<file path="src/rtl/div_32bits_seq_pkg.sv">
// div_32bits_seq_pkg: shared state encoding, iteration count and negation helper.
//    state_t  : IDLE=0, CALC=1, FIX=2, DONE=3
//    DIV_ITER : quotient bits produced, one per CALC cycle
//    neg32    : two's complement negation (~x + 1)
package div_32bits_seq_pkg;
   typedef enum logic [1:0] {IDLE = 2'd0, CALC = 2'd1, FIX = 2'd2, DONE = 2'd3} state_t;
   localparam int DIV_ITER = 32;
   function automatic logic [31:0] neg32(input logic [31:0] x);
      return ~x + 32'd1;
   endfunction
endpackage

</file>
<file path="src/rtl/div_32bits_seq_adder.sv">
// adder_32bits: 32-bit adder/subtractor.
//    a, b : operands
//    ctr  : 0 = a + b, 1 = a - b (b inverted, carry-in 1)
//    s    : result
//    co   : carry out; in subtract mode 1 means a >= b (no borrow)
module adder_32bits (
   input  logic [31:0] a,
   input  logic [31:0] b,
   input  logic        ctr,
   output logic [31:0] s,
   output logic        co
);
   assign {co, s} = {1'b0, a} + {1'b0, b ^ {32{ctr}}} + {32'd0, ctr};
endmodule

</file>
<file path="src/rtl/div_32bits_seq.sv">
// div_32bits_seq: restoring divider, one quotient bit per clock, signed/unsigned.
//    clk, rst            : clock, asynchronous active-high reset
//    start, sign         : request (sampled in IDLE), 1 = signed operands
//    dividend, divisor   : operands latched with start
//    busy, done          : operation in flight, one-cycle completion pulse
//    quotient, remainder : registered results held until the next result
//    div_zero            : divisor was zero for the last accepted request
module div_32bits_seq
   import div_32bits_seq_pkg::*;
#(
   parameter int WIDTH = 32
) (
   input  logic             clk,
   input  logic             rst,
   input  logic             start,
   input  logic             sign,
   input  logic [WIDTH-1:0] dividend,
   input  logic [WIDTH-1:0] divisor,
   output logic             busy,
   output logic             done,
   output logic [WIDTH-1:0] quotient,
   output logic [WIDTH-1:0] remainder,
   output logic             div_zero
);
   state_t      state_q, state_d;
   logic [4:0]  cnt_q, cnt_d;
   logic [31:0] rem_q, rem_d, quo_q, quo_d, dvs_q, dvs_d;
   logic [31:0] quotient_q, quotient_d, remainder_q, remainder_d;
   logic        sd_q, sd_d, sv_q, sv_d, dz_q, dz_d, div_zero_q, div_zero_d, done_q, done_d;
   logic [31:0] rem_sh, diff;
   logic        co;
   // {msb, rem_sh} is the 33-bit partial remainder after the left shift
   assign rem_sh = {rem_q[30:0], quo_q[31]};
   adder_32bits u_sub (.a(rem_sh), .b(dvs_q), .ctr(1'b1), .s(diff), .co(co));
   always_comb begin
      state_d     = state_q;
      cnt_d       = cnt_q;
      rem_d       = rem_q;
      quo_d       = quo_q;
      dvs_d       = dvs_q;
      sd_d        = sd_q;
      sv_d        = sv_q;
      dz_d        = dz_q;
      quotient_d  = quotient_q;
      remainder_d = remainder_q;
      div_zero_d  = div_zero_q;
      done_d      = 1'b0;
      case (state_q)
         IDLE: if (start) begin
            sd_d       = sign & dividend[31];
            sv_d       = sign & divisor[31];
            quo_d      = sd_d ? neg32(dividend) : dividend;
            dvs_d      = sv_d ? neg32(divisor) : divisor;
            rem_d      = '0;
            cnt_d      = 5'(DIV_ITER - 1);
            dz_d       = divisor == '0;
            div_zero_d = 1'b0;
            state_d    = dz_d ? DONE : CALC;
         end
         CALC: begin
            rem_d   = (co | rem_q[31]) ? diff : rem_sh;
            quo_d   = {quo_q[30:0], co | rem_q[31]};
            cnt_d   = cnt_q - 5'd1;
            state_d = (cnt_q == 5'd0) ? FIX : CALC;
         end
         FIX: begin
            quotient_d  = (sd_q ^ sv_q) ? neg32(quo_q) : quo_q;
            remainder_d = sd_q ? neg32(rem_q) : rem_q;
            state_d     = DONE;
         end
         DONE: begin
            done_d  = 1'b1;
            state_d = IDLE;
            // quo_q still holds |dividend|; re-negating restores the original value
            if (dz_q) begin
               quotient_d  = '1;
               remainder_d = sd_q ? neg32(quo_q) : quo_q;
               div_zero_d  = 1'b1;
            end
         end
      endcase
   end
   always_ff @(posedge clk or posedge rst) begin
      if (rst) begin
         state_q     <= IDLE;
         cnt_q       <= '0;
         rem_q       <= '0;
         quo_q       <= '0;
         dvs_q       <= '0;
         sd_q        <= 1'b0;
         sv_q        <= 1'b0;
         dz_q        <= 1'b0;
         quotient_q  <= '0;
         remainder_q <= '0;
         div_zero_q  <= 1'b0;
         done_q      <= 1'b0;
      end else begin
         state_q     <= state_d;
         cnt_q       <= cnt_d;
         rem_q       <= rem_d;
         quo_q       <= quo_d;
         dvs_q       <= dvs_d;
         sd_q        <= sd_d;
         sv_q        <= sv_d;
         dz_q        <= dz_d;
         quotient_q  <= quotient_d;
         remainder_q <= remainder_d;
         div_zero_q  <= div_zero_d;
         done_q      <= done_d;
      end
   end
   // busy covers CALC/FIX/DONE so it falls on the same edge that raises done
   assign busy      = state_q != IDLE;
   assign done      = done_q;
   assign quotient  = quotient_q;
   assign remainder = remainder_q;
   assign div_zero  = div_zero_q;
endmodule

</file>
<file path="config.mk">
export PLATFORM = sky130hd
export DESIGN_NAME = div_32bits_seq
export DESIGN_NICKNAME = d
export VERILOG_FILES = /design/src/rtl/div_32bits_seq_pkg.sv /design/src/rtl/div_32bits_seq_adder.sv /design/src/rtl/div_32bits_seq.sv
export SDC_FILE = /design/constraint.sdc
export NUM_CORES = 1
export LEC_CHECK = 0
export ABC_AREA = 1
export CAP_MARGIN = 30
export CORE_UTILIZATION = 59
export DETAILED_ROUTE_END_ITERATION = 12
export GPL_TIMING_DRIVEN = 0
export PLACE_DENSITY = 0.82
export SYNTH_ARGS = -nofsm -noshare
export SYNTH_HDL_FRONTEND = slang
export SYNTH_SLANG_ARGS = --single-unit
</file>
<file path="constraint.sdc">
create_clock -name clk -period 6.15 [get_ports clk]
set_input_delay 0.615 -clock clk [delete_from_list [all_inputs] [get_ports clk]]
set_output_delay 0.615 -clock clk [all_outputs]
set_load 0.01 [all_outputs]
</file>
==> results.ini, run 1 <==
[timing]
clock_skew_ns=0.01171
max_freq_ghz=0.3415
hold_violations=0
rsz0062_at_grt=false
tns_ns=0
worstMarginPinSlew_ns=0.7329
setup_violations=0
fin_crit_sh=0.4762
drv_slew=0
setup_slack_ns=3.221
fin_crit_ns=2.929
relSlewSlack=0.5114

[placed_design]
dpl_cell_area_um2=15700
gp_congestion=1.028
placed_cells=2712
hpwlAfterDp_mm=39.82
post-place-ws_ns=3.411
portBuffers=134

[grt]
grt_pass1_vias=15140
grt_antenna_before_repair=1
grt_usage=0.4200
grt_max_degree=113
overflow=0
grt_pass1_wl_mm=78.36

[synth]
syn-cell-area_um2=13930
ys_ff_latch=172
yosysTopAreaCell=dfrtp_1
seq_area_frac_synth=0.3090
synth_cell_type_count=45
synth_fp_nets=2370
ys_warn_count=0
synth_top_area_frac=0.3090
synthCells=2264
yosys-top-cells-area=dfrtp_1 31%, nand2_1 20%, nand3_1 8.3%, inv_1 8.2%, nor2_1 6.5%
synth_area_per_cell_um2=6.152

[setup_path]
reg2reg_slack_ns=3.22
required_ns=6.47
crit_type=register to register
end_kind=register
startpoint_type=register
critPathArrivalTime_ns=3.24
path_max_fanout=10

[route]
wl_met1_mm=20.82
drt_iter0_markers=2199
post_drt_wl_per_cell_um=18.14
antenna_left=0
wl_met2_mm=21.50
drt_wl_total_mm=49.73
viasPerCell=5.831
drcViolationCount=0
route.vias.total=15990
top_layer=met4
first_pass_iters=7
route.met3.wl_mm=5.724

[final_layout]
design_area_um2=16290
n_antenna_cell=0
instances_no_fill=2742
drive_above_1_share=0.03952
nets=2524
area_growth_pct=16.96

[status]
status=completed

[clocking]
clock_latency_ns=0.44
cts_resized=0
cts_tree=done
h-tree-depth=4
cts_setup_buffers=0
clk_pin_slew_ns=0.07
root_buffer=clkbuf_16
ctsHoldBuffers=0
clock_path_buffers=2
cts.sinks=172
numCtsBuffers=17

[floorplan]
row_count=55
core_um2=22920
fp.dieH_um=155.6
start_util=0.6078
io_pins=135
die-area_um2=24220
dieWidth_um=155.6

[power_and_ir_drop]
ir_worst_vdd_mv=0.3287
totalPowerFinal_mw=10.19
leakagePower_nw=8.159
power_density_nw_per_um2=625.3

[hold_path]
hp-class=register to register

[job]
maxCapViolCount=0

final timing paths:
path	depth (start not counted)	from	end
setup / recovery	16	quo_q[31]	rem_q[23]
hold reg to reg	2	remainder[29]	remainder[29]
setup reg to reg	16	quo_q[31]	rem_q[23]
min in group asynchronous	2	rst	rem_q[2]
hold / removal	2	remainder[29]	remainder[29]
max in group asynchronous	3	rst	quo_q[21]
logic make-up after synthesis:
family	Yosys count	share of synthesized area
AO/OA/AOI/OAI	307	0.1242
XOR/XNOR	57	0.03585
adder cells (fa/ha/maj)	38	0.03468
buffers and inverters	399	0.1118
flip-flops	172	0.3090
AND/OR/NAND/NOR	1291	0.3844
power breakdown:
group / internal [mW] / total (mW) / leakage, nW / switching (mW)
combinational: 2.36 / 6.69 / 5.78 / 4.34
clock: 0.642 / 1.13 / 0.285 / 0.487
sequential: 1.72 / 2.36 / 2.10 / 0.640
total: 4.72 / 10.2 / 8.16 / 5.46
stage by stage:
stage / hold WS (ns) / util
after detailed placement: 0.4693 / 0.6849
after floorplan: 0.4491 / -
after CTS: 0.4919 / 0.7108
final: 0.4869 / 0.7108
after global placement: 0.4675 / 0.6834
after global routing: 0.5310 / 0.7108
state kept, by name, summed over array words and instances, names as in the netlist:
signal     cells
done           1
state_q        2
div_zero       1
cnt_q          5
sv_q           1
quo_q         32
quotient      32
dvs_q         32
sd_q           1
remainder     32
rem_q         32
dz_q           1
per-layer routing:
| metal | vias up | GRT usage |
|---|---|---|
| met2 | 1012 | 0.6541 |
| met5 | - | 0 |
| met3 | 159 | 0.09917 |
| met4 | 0 | 0.1494 |
| met1 | 7272 | 0.5699 |
| li1 | 7546 | - |
worst max-delay path, stage by stage (launching register included):
cell	delay, ns
dfrtp_1	0.42
inv_1	0.20
ha_1	0.31
fa_1	0.43
inv_1	0.12
nand2_1	0.06
nand2_1	0.07
nand3_1	0.07
nand2_1	0.15
nand2_1	0.08
nand2_2	0.10
nand3_4	0.13
nand2_4	0.17
buf_6	0.17
nand3_1	0.13
nand2_1	0.10
nand2_1	0.07
cell type report:
class / count / area, µm²
Buffer: 81 / 362.8
Fill cell: 2016 / 6626
Timing Repair Buffer: 135 / 1369
Tap cell: 313 / 391.6
Clock inverter: 12 / 165.2
Clock buffer: 18 / 429.2
Inverter: 318 / 1201
Sequential cell: 172 / 4304
Multi-Input combinational cell: 1693 / 8066
synth_stat cells:
cell	count
a22oi_1	26
xnor2_1	18
ha_1	37
inv_1	303
nor3b_1	1
o22ai_1	10
and3_1	1
a21boi_0	2
buf_4	2
or2_2	3
nor4_1	2
nor2_2	11
nor2_1	241
nand3_4	1
fa_1	1
nand3_1	232
o211ai_1	4
and2_1	4
nand2_4	1
buf_2	23
xor2_1	39
a21oi_1	87
o21a_1	1
buf_1	7
inv_2	12
o21bai_1	1
nand2_1	741
o21ai_1	15
clkbuf_1	46
o31ai_1	3
nand2_2	4
dfrtp_1	172
a21oi_2	1
o21ai_0	107
a31oi_1	41
a31o_1	1
nand4_1	28
nand3_2	1
o221ai_1	4
clkinv_1	3
nor3_1	13
nand3b_1	4
o22a_1	4
nor2_4	3
buf_6	3
cell usage in the layout, fill, tap and decap left out, drive strengths merged, types with 10 or more instances in the layout:
cell / n
nand2: 746
inv: 319
nor2: 255
nand3: 234
dfrtp: 172
clkdlybuf4s50: 134
o21ai: 122
a21oi: 88
clkbuf: 64
a31oi: 41
xor2: 39
ha: 37
buf: 36
nand4: 28
a22oi: 26
xnor2: 18
nor3: 13
o22ai: 10
Power figures use the tool's default switching activity.
==> inputs of run 2 (changes only) <==
--- a/config.mk
+++ b/config.mk
@@ -7,10 +7,10 @@
 export LEC_CHECK = 0
 export ABC_AREA = 1
 export CAP_MARGIN = 30
-export CORE_UTILIZATION = 59
+export CORE_UTILIZATION = 53
 export DETAILED_ROUTE_END_ITERATION = 12
 export GPL_TIMING_DRIVEN = 0
-export PLACE_DENSITY = 0.82
+export PLACE_DENSITY = 0.78
 export SYNTH_ARGS = -nofsm -noshare
 export SYNTH_HDL_FRONTEND = slang
 export SYNTH_SLANG_ARGS = --single-unit
==> constraint.sdc (replaced) <==
create_clock -name clk -period 2.5 [get_ports clk]
set_input_delay 0.25 -clock clk [delete_from_list [all_inputs] [get_ports clk]]
set_output_delay 0.25 -clock clk [all_outputs]
set_load 0.01 [all_outputs]
==> run 2 against run 1 <==
Effect of this change: final cell count increased by 1.2%; sequential share of layout area decreased by 0.29 points; sequential power increased by 150%; global-route usage decreased by 4.0 points; first-iteration DRC count decreased by 24%; worst setup slack got worse by 3.2 ns; combinational power increased by 150%; critical endpoint is now remainder[15]; largest cell class unchanged.
==> results.ini, run 2 (synthesis gave the netlist of run 1 again) <==
[route]
wl_met1_mm=22.15
top_layer=met4
route.met3.wl_mm=5.226
drt_wl_total_mm=50.54
antenna_left=0
post_drt_wl_per_cell_um=18.21
drt_iter0_markers=1663
drcViolationCount=0
wl_met2_mm=21.94
route.vias.total=15820
viasPerCell=5.698
first_pass_iters=5

[power_and_ir_drop]
power_density_nw_per_um2=1520
ir_worst_vdd_mv=0.9727
leakagePower_nw=8.220
totalPowerFinal_mw=25.06

[clocking]
cts_tree=done
ctsHoldBuffers=0
root_buffer=clkbuf_16
numCtsBuffers=17
cts.sinks=172
clock_latency_ns=0.45
clk_pin_slew_ns=0.08
clock_path_buffers=2
h-tree-depth=4

[setup_path]
path_common_cell=nand2_1
startpoint_type=register
end_kind=register
cp_slowest_cell=clkbuf_1
crit_path_cell_trace=inv_1, nand2_1, nand2_1, buf_2, clkbuf_1, o211ai_1, nand2_1
path_max_fanout=10
crit_buf_inv=3
slowest_delay_ns=0.57
required_ns=2.87
critPathArrivalTime_ns=2.87
crit_type=register to register
path_delay_family=buffers and inverters

[grt]
grt_max_degree=44
grt_pass1_vias=14620
grt_antenna_before_repair=3
overflow=0
grt_pass1_wl_mm=77.87
grt_usage=0.3804

[timing]
fin_crit_ns=2.499
fin_crit_sh=0.9996
worstMarginPinSlew_ns=0.7105
tns_ns=0
setup_slack_ns=0.0008826
clock_skew_ns=0.01643
relSlewSlack=0.5253
hold_violations=0
drv_slew=0
hold_slack_ns=0.2746
setup_violations=0
max_freq_ghz=0.4001

[final_layout]
fin_util=0.6470
drive_above_1_share=0.04992
nets=2538
layout_commonest_cell=nand2_1
area_growth_pct=18.33
final_cell_mix=740 x nand2_1, 300 x inv_1, 240 x nor2_1, 230 x nand3_1, 170 x dfrtp_1

[floorplan]
core_um2=25470
row_count=58
dieWidth_um=164.1
io_pins=135
fp.dieH_um=164.1
die-area_um2=26930
start_util=0.5468

[placed_design]
hpwlAfterDp_mm=40.56
gp_congestion=0.9935
portBuffers=134
post-place-ws_ns=-0.3094

[hold_path]
hp-class=input port to asynchronous set/reset pin

[status]
status=completed

[job]
maxCapViolCount=0

run 2: cell count changes in the layout (fill, tap and decap cells not counted), sizes merged:
cell      change
clkinvlp      +1
bufinv        -3
diode         +2
buf          +13
inv           +2
clkbuf        +2
run 2: area by class of cell:
type	instances	area, µm²
multi-input combinational	1693	8123
inverter	318	1197
sequential	172	4307
timing repair buffer	149	1521
buffer	81	375.4
antenna	2	5.005
clock buffer	19	432.9
tap	330	412.9
clock inverter	12	105.1
fill	2433	8992
run 2: power breakdown:
group          leakage (nW)  switching (mW)  internal, mW  total, mW
logic                  5.87            10.6          6.05       16.7
registers              2.09            1.56          4.24       5.80
clock network         0.258            1.27          1.30       2.57
total                  8.22            13.5          11.6       25.1
run 2: path summary, 6_finish.rpt:
path                          startpoint       endpoint  slack [ns]  depth (start not counted)
hold / removal                       rst       rem_q[5]        0.27                          2
setup reg to reg              state_q[0]  remainder[15]      0.0009                          7
max in group asynchronous            rst      quo_q[31]        1.30                          4
setup / recovery              state_q[0]  remainder[15]      0.0009                          7
hold reg to reg            remainder[17]  remainder[17]        0.49                          2
min in group clk              divisor[0]       dvs_q[0]        0.43                          3
run 2: per-stage QoR:
stage	cell area, µm²	std cells
after floorplan	13930	2264
after global placement	15690	2728
after detailed placement	15770	2732
after CTS	16330	2764
after global routing	16470	2774
final	16480	2776
run 2: metal layers:
layer / track usage / up-vias
li1: - / 7581
met1: 0.5437 / 7366
met2: 0.5848 / 783
met3: 0.06818 / 87
met4: 0.1090 / 0
met5: 0 / -
run 2: timing repair:
action / in CTS / in global routing
setup endpoints to repair: 34 / 34
pin swaps: 0 / 6
gates cloned: 0 / 1
resized for setup: 7 / 15
buffers inserted: 1 / 9
==> inputs of run 3 (changes only) <==
--- a/config.mk
+++ b/config.mk
@@ -7,9 +7,12 @@
 export LEC_CHECK = 0
 export ABC_AREA = 1
 export CAP_MARGIN = 30
+export CORE_MARGIN = 2
 export CORE_UTILIZATION = 53
+export CTS_CLUSTER_DIAMETER = 60
 export DETAILED_ROUTE_END_ITERATION = 12
 export GPL_TIMING_DRIVEN = 0
+export HOLD_SLACK_MARGIN = 0.06
 export PLACE_DENSITY = 0.78
 export SYNTH_ARGS = -nofsm -noshare
 export SYNTH_HDL_FRONTEND = slang
==> run 3 against run 2 <==
Effect of this change: non-clock buffer count did not move; utilization decreased by 0.59 points; routed wire length rose by 1.1%; sequential power up 0.7%; via count shrank 0.59%; clock power increased by 12%; clock-buffer cell count stayed put; largest cell class unchanged.
==> results.ini, run 3 (synthesis gave the netlist of run 1 again) <==
[status]
status=completed

[setup_path]
required_ns=2.88
critPathArrivalTime_ns=2.77
r2r_start=state_q[0]
crit_type=register to register
end_kind=register
cp-startpoint=state_q[0]
startpoint_type=register
path_max_fanout=10

[clocking]
cts_tree=done
clock_path_buffers=2
clk_pin_slew_ns=0.07
clock_latency_ns=0.44
cts.sinks=172
root_buffer=clkbuf_16
h-tree-depth=4
numCtsBuffers=17

[final_layout]
instances_no_fill=2780
n_antenna_cell=0
design_area_um2=16610
final_cell_mix=739 x nand2_1, 298 x inv_1, 240 x nor2_1, 229 x nand3_1, 170 x dfrtp_1
nets=2538
drive_above_1_share=0.05399
layout_commonest_cell=nand2_1
fin_util=0.6411
final.fill_count=2509
area_growth_pct=19.27

[hold_path]
hp-class=input port to asynchronous set/reset pin

[route]
route.vias.total=15720
post_drt_wl_per_cell_um=18.37
drcViolationCount=0
first_pass_iters=8
viasPerCell=5.656
drt_iter0_markers=1780
drt_wl_total_mm=51.07
antenna_left=0

[grt]
grt_pass1_vias=14510
overflow=0
grt_usage=0.3631
grt_pass1_wl_mm=78.44
grt_antenna_before_repair=1
grt_max_degree=43

[timing]
clock_skew_ns=0.01187
relSlewSlack=0.5003
fin_crit_sh=0.9590
worstMarginPinSlew_ns=0.7480
fin_crit_ns=2.398
hold_violations=0
max_freq_ghz=0.4171
rsz0062_at_grt=true
hold_slack_ns=0.2917
setup_slack_ns=0.1024
setup_violations=0
drv_slew=0
tns_ns=0

[floorplan]
fp.dieH_um=166.1
io_pins=135
die-area_um2=27590
core_um2=25910
row_count=59
start_util=0.5375
dieWidth_um=166.1

[power_and_ir_drop]
ir_worst_vdd_mv=0.9576
leakagePower_nw=8.256
totalPowerFinal_mw=25.38
power_density_nw_per_um2=1528

[placed_design]
placed_cells=2737
gp_congestion=1.002
hpwlAfterDp_mm=40.77
post-place-ws_ns=-0.3859
portBuffers=134
dpl_cell_area_um2=15770

[job]
maxCapViolCount=0

[run 3: cell types whose count changed in the layout (fill, tap and decap cells not counted), moves of 3 or more]
cell / delta
buf_6: +3
inv_6: -3
ha_1: -5
bufinv_16: +3
ha_4: +3
[run 3: layout make-up]
cell class              count  area, µm²  area share
well taps                 335      419.2     0.02523
multi-input cells        1693       8163      0.4914
inverters                 318       1201     0.07231
plain buffers              81      380.4     0.02290
flip-flops and latches    172       4307      0.2593
clock buffers              19      442.9     0.02666
repair buffers            149       1520     0.09152
clock inverters            13      177.7     0.01070
[run 3: power by group]
group	leakage, nW	internal (mW)	switching, mW
clock	0.302	1.63	1.26
sequential	2.09	4.24	1.60
combinational	5.86	6.15	10.5
[run 3: final timing paths]
path,endpoint,slack (ns),cells past startpoint
worst max-delay path,remainder[15],0.10,7
worst min-delay path,rem_q[4],0.29,2
worst max register to register,remainder[15],0.10,7
worst min register to register,remainder[19],0.49,2
max in group asynchronous,quo_q[31],1.06,5
min in group clk,dvs_q[0],0.44,3
[run 3: worst max-delay path, stage by stage, from the launching register on]
cell	delay [ns]
dfrtp_1	0.41
inv_1	0.10
nand2_1	0.29
nand2_1	0.28
buf_2	0.33
clkbuf_1	0.54
o211ai_1	0.26
nand2_1	0.10
[run 3: metal layers]
metal	vias to the layer above	track usage	wire length, µm
met4	2	0.1187	1542
li1	7574	-	-
met5	-	0	18
met1	7271	0.5294	22710
met3	109	0.06196	5201
met2	768	0.5499	21600
[run 3: timing repair]
item,CTS,global route
gates resized for setup,8,24
setup endpoints to repair,33,37
pin swaps,2,10
setup buffers,3,8
hold buffers,0,0
